[src/rtl/bypass_buffer_pkg.sv]
// Shared constants for the single-entry zero-latency bypass buffer.
package bypass_buffer_pkg;

    localparam int DEFAULT_WIDTH = 8;

endpackage

[src/rtl/bypass_buffer.sv]
// Single-entry buffer: data passes combinationally when the entry is empty and
// both sides transfer together; otherwise one word is held for the next cycle.
module bypass_buffer
    import bypass_buffer_pkg::*;
#(
    parameter int WIDTH = DEFAULT_WIDTH
) (
    input  logic             clock,
    input  logic             resetn,
    input  logic             write_enable,
    input  logic [WIDTH-1:0] write_data,
    output logic             full,
    input  logic             read_enable,
    output logic [WIDTH-1:0] read_data,
    output logic             empty
);

    logic             r_buffer_valid;
    logic [WIDTH-1:0] r_buffer_data;

    always_ff @(posedge clock) begin
        if (!resetn) begin
            r_buffer_valid <= 1'b0;
            r_buffer_data  <= '0;
        end else if (r_buffer_valid) begin
            // A write while holding is only legal alongside a read; a lone write is dropped.
            if (read_enable) begin
                if (write_enable) begin
                    r_buffer_data <= write_data;
                end else begin
                    r_buffer_valid <= 1'b0;
                end
            end
        end else if (write_enable && !read_enable) begin
            r_buffer_data  <= write_data;
            r_buffer_valid <= 1'b1;
        end
    end

    assign empty     = !r_buffer_valid && !write_enable;
    assign full      = r_buffer_valid && !read_enable;
    assign read_data = r_buffer_valid ? r_buffer_data : write_data;

endmodule

[config.mk]
export PLATFORM = sky130hd
export DESIGN_NAME = bypass_buffer
export DESIGN_NICKNAME = d
export VERILOG_FILES = /design/src/rtl/bypass_buffer_pkg.sv /design/src/rtl/bypass_buffer.sv
export SDC_FILE = /design/constraint.sdc
export NUM_CORES = 1
export LEC_CHECK = 0
export BUFFER_PORTS_ARGS = -buffer_cell sky130_fd_sc_hd__buf_2
export CAP_MARGIN = 15
export CORE_AREA = 2 2 39 41
export CTS_CLUSTER_DIAMETER = 100
export DETAILED_ROUTE_END_ITERATION = 6
export DIE_AREA = 0 0 41 43
export PLACE_DENSITY = 0.75
export SLEW_MARGIN = 20
export SYNTH_ARGS = -nofsm -noshare
export SYNTH_HDL_FRONTEND = slang
export SYNTH_SLANG_ARGS = --single-unit
export TNS_END_PERCENT = 50
[constraint.sdc]
create_clock -name clock -period 1.4 [get_ports clock]
set_input_delay 0.14 -clock clock [delete_from_list [all_inputs] [get_ports clock]]
set_output_delay 0.14 -clock clock [all_outputs]
set_load 0.02 [all_outputs]
==> reports/results.ini <==
[synthesis]
ys_seq_area_frac=0.372
ys_types=14
ys.warnings.count=0
syn_inst=52
syn_nets=64
netlist_area_um2=484
avgSynthCellArea_um2=9.31
ys_ff_latch=9

[clocking]
cts_resized=2
post_cts_buffers=0
worstSkewPairLatency_ns=0.25
numClockSinks=9
htreeDepth=1
numCtsBuffers=3
clk_pin_slew_ns=0.06
cts_tree=yes
root_buffer=clkbuf_4
clockBufferDepth=2
cts_hold_buf=0

[route]
wl_met2_um=483
viasPerCell=4.68
routed.top_layer=met4
met1_length_um=420
route.met3.wl_um=66
routed_wl_um=980
drt_first_pass_iters=4
drc_errors=0
postRouteAntennaNets=0
drtIter0Drc=4
wire_per_inst_um=10.7
num_vias=431

[floorplanning]
io_pins=22
die_w_um=41
design.die.area_um2=1760
row_count=14
core-area_um2=1380
initial_core_util=0.350
die_h_um=43

[grt]
grt_pass1_wl_mm=1.59
grt_overflow=0
grt_max_degree=18
first_global_vias=410
antenna_found_initial=0
grtUsageTotal=0.137

[setup_path]
rrSetupSlack_ns=0.22
crit_start=r_buffer_valid
worst-setup-path-type=flop to output port
arrival_ns=1.22
r2r-end=r_buffer_data[5]
r2r-start=r_buffer_valid
required_ns=1.26
crit_fanout=5
endpoint_kind=output port
reg2regPathDepth=4
crit_end=read_data[0]
crit_path_start_kind=flop

[pwr]
switching_share=0.273
ir_worst_vdd_uv=398
p_leak_uw=0.000308
power_switching_uw=172
p_int_uw=459
power.share.clock=0.306
power_uw=631
sequentialPowerShare=0.444
power.density_nw_per_um2=954
comb_power_share=0.249

[sta]
hold_viol=0
min_period_ns=1.36
drv_slew=0
fmax_ghz=0.737
setup_viol=0
worst_pin_slew_ns=0.272
maxSlewHeadroom=0.819
post-route-period-util=0.969
fin_tns_setup_ns=0
fin_worst_skew_ns=0.00235
rsz0062_at_grt=yes

[place]
hpwl_um=765
gp_congestion=0.579
portBuffers=21
placedCellCount=88

[finish]
fin_util=0.477
seqCellArea_um2=184
syn2layout_area_growth_pct=36.4
drive_gt1_frac=0.513
nFillCells=140
nets=89
final_cells=92
multi_input_area_um2=279
n_antenna_cell=0

[hold_path]
hp-class=primary input to flop
min_path_cells=3
min-delay-start=write_data[1]

[run]
cap_violations=0

[outcome]
outcome=completed

[area by class of cell]
type / count / share of cell area
multi-input cells: 38 / 0.422
flip-flops and latches: 9 / 0.278
repair buffers: 24 / 0.223
clock buffers: 4 / 0.0398
well taps: 16 / 0.0303
inverters: 1 / 0.00568
[placed cells by master, fill, tap and decap left out]
cell type   n
and2_1      1
buf_2      19
buf_4       1
buf_6       4
clkbuf_1    1
clkbuf_4    3
dfxtp_1     8
dfxtp_4     1
inv_1       1
maj3_2      1
mux2_2      8
mux2i_1     8
nand2_1    16
nor2_1      1
nor2b_1     1
nor2b_2     1
nor3b_2     1
[metrics by stage]
step	hold WS, ns	instance area (um2)	setup slack [ns]
after CTS	0.137	642	0.00890
after detailed placement	0.410	611	0.228
after floorplan	0.282	484	0.315
final	0.142	661	0.0428
after global placement	0.401	611	0.267
after global routing	0.133	661	-0.00818
[worst max-delay path: stages, from the launching register on]
cell and delay (ns):
dfxtp_4 0.37, buf_6 0.12, mux2_2 0.32, buf_2 0.16
[kinds of logic (layout without fill, tap and decap cells)]
kind of cell	count (synthesis)	after routing	synth area share
flops	9	9	0.372
fa+ha+maj	1	1	0.0233
mux	16	16	0.351
buf+inv	5	29	0.0517
simple gates	21	21	0.202
[sequential cells by signal, summed over array words and instances, names as in the netlist]
signal          flops
r_buffer_data       8
r_buffer_valid      1
[metal layers]
metal / up-vias / GRT usage
met2: 15 / 0.209
met4: 0 / 0.100
met1: 197 / 0.146
met5: - / 0
met3: 2 / 0.0471
li1: 217 / -
[power groups by stage]
| stage | Combinational, uW | Clock, uW | Sequential [uW] |
|---|---|---|---|
| 2_1_floorplan | 102 | 0 | 283 |
| 3_3_place_gp | 146 | 0 | 285 |
| 3_5_place_dp | 150 | 0 | 286 |
| 4_1_cts | 152 | 201 | 281 |
| 5_1_grt | 173 | 217 | 282 |
| 6_report | 157 | 193 | 280 |
[how the worst min path moves through the flow]
stage                       endpoint  slack, ns
global route        r_buffer_data[1]       0.13
detailed placement  r_buffer_data[1]       0.41
finish              r_buffer_data[1]       0.14
floorplan           r_buffer_data[0]       0.28
global placement    r_buffer_data[0]       0.40
CTS                 r_buffer_data[1]       0.14
[Yosys cell counts, drive strengths merged]
cell type  number  area, um2
and2            1       6.26
buf             3       17.5
clkbuf          1       3.75
dfxtp           9        180
inv             1       3.75
maj3            1       11.3
mux2            8       90.1
mux2i           8       80.1
nand2          16       60.1
nor2            1       3.75
nor2b           2       15.0
nor3b           1       12.5
Power figures use the tool's default switching activity.
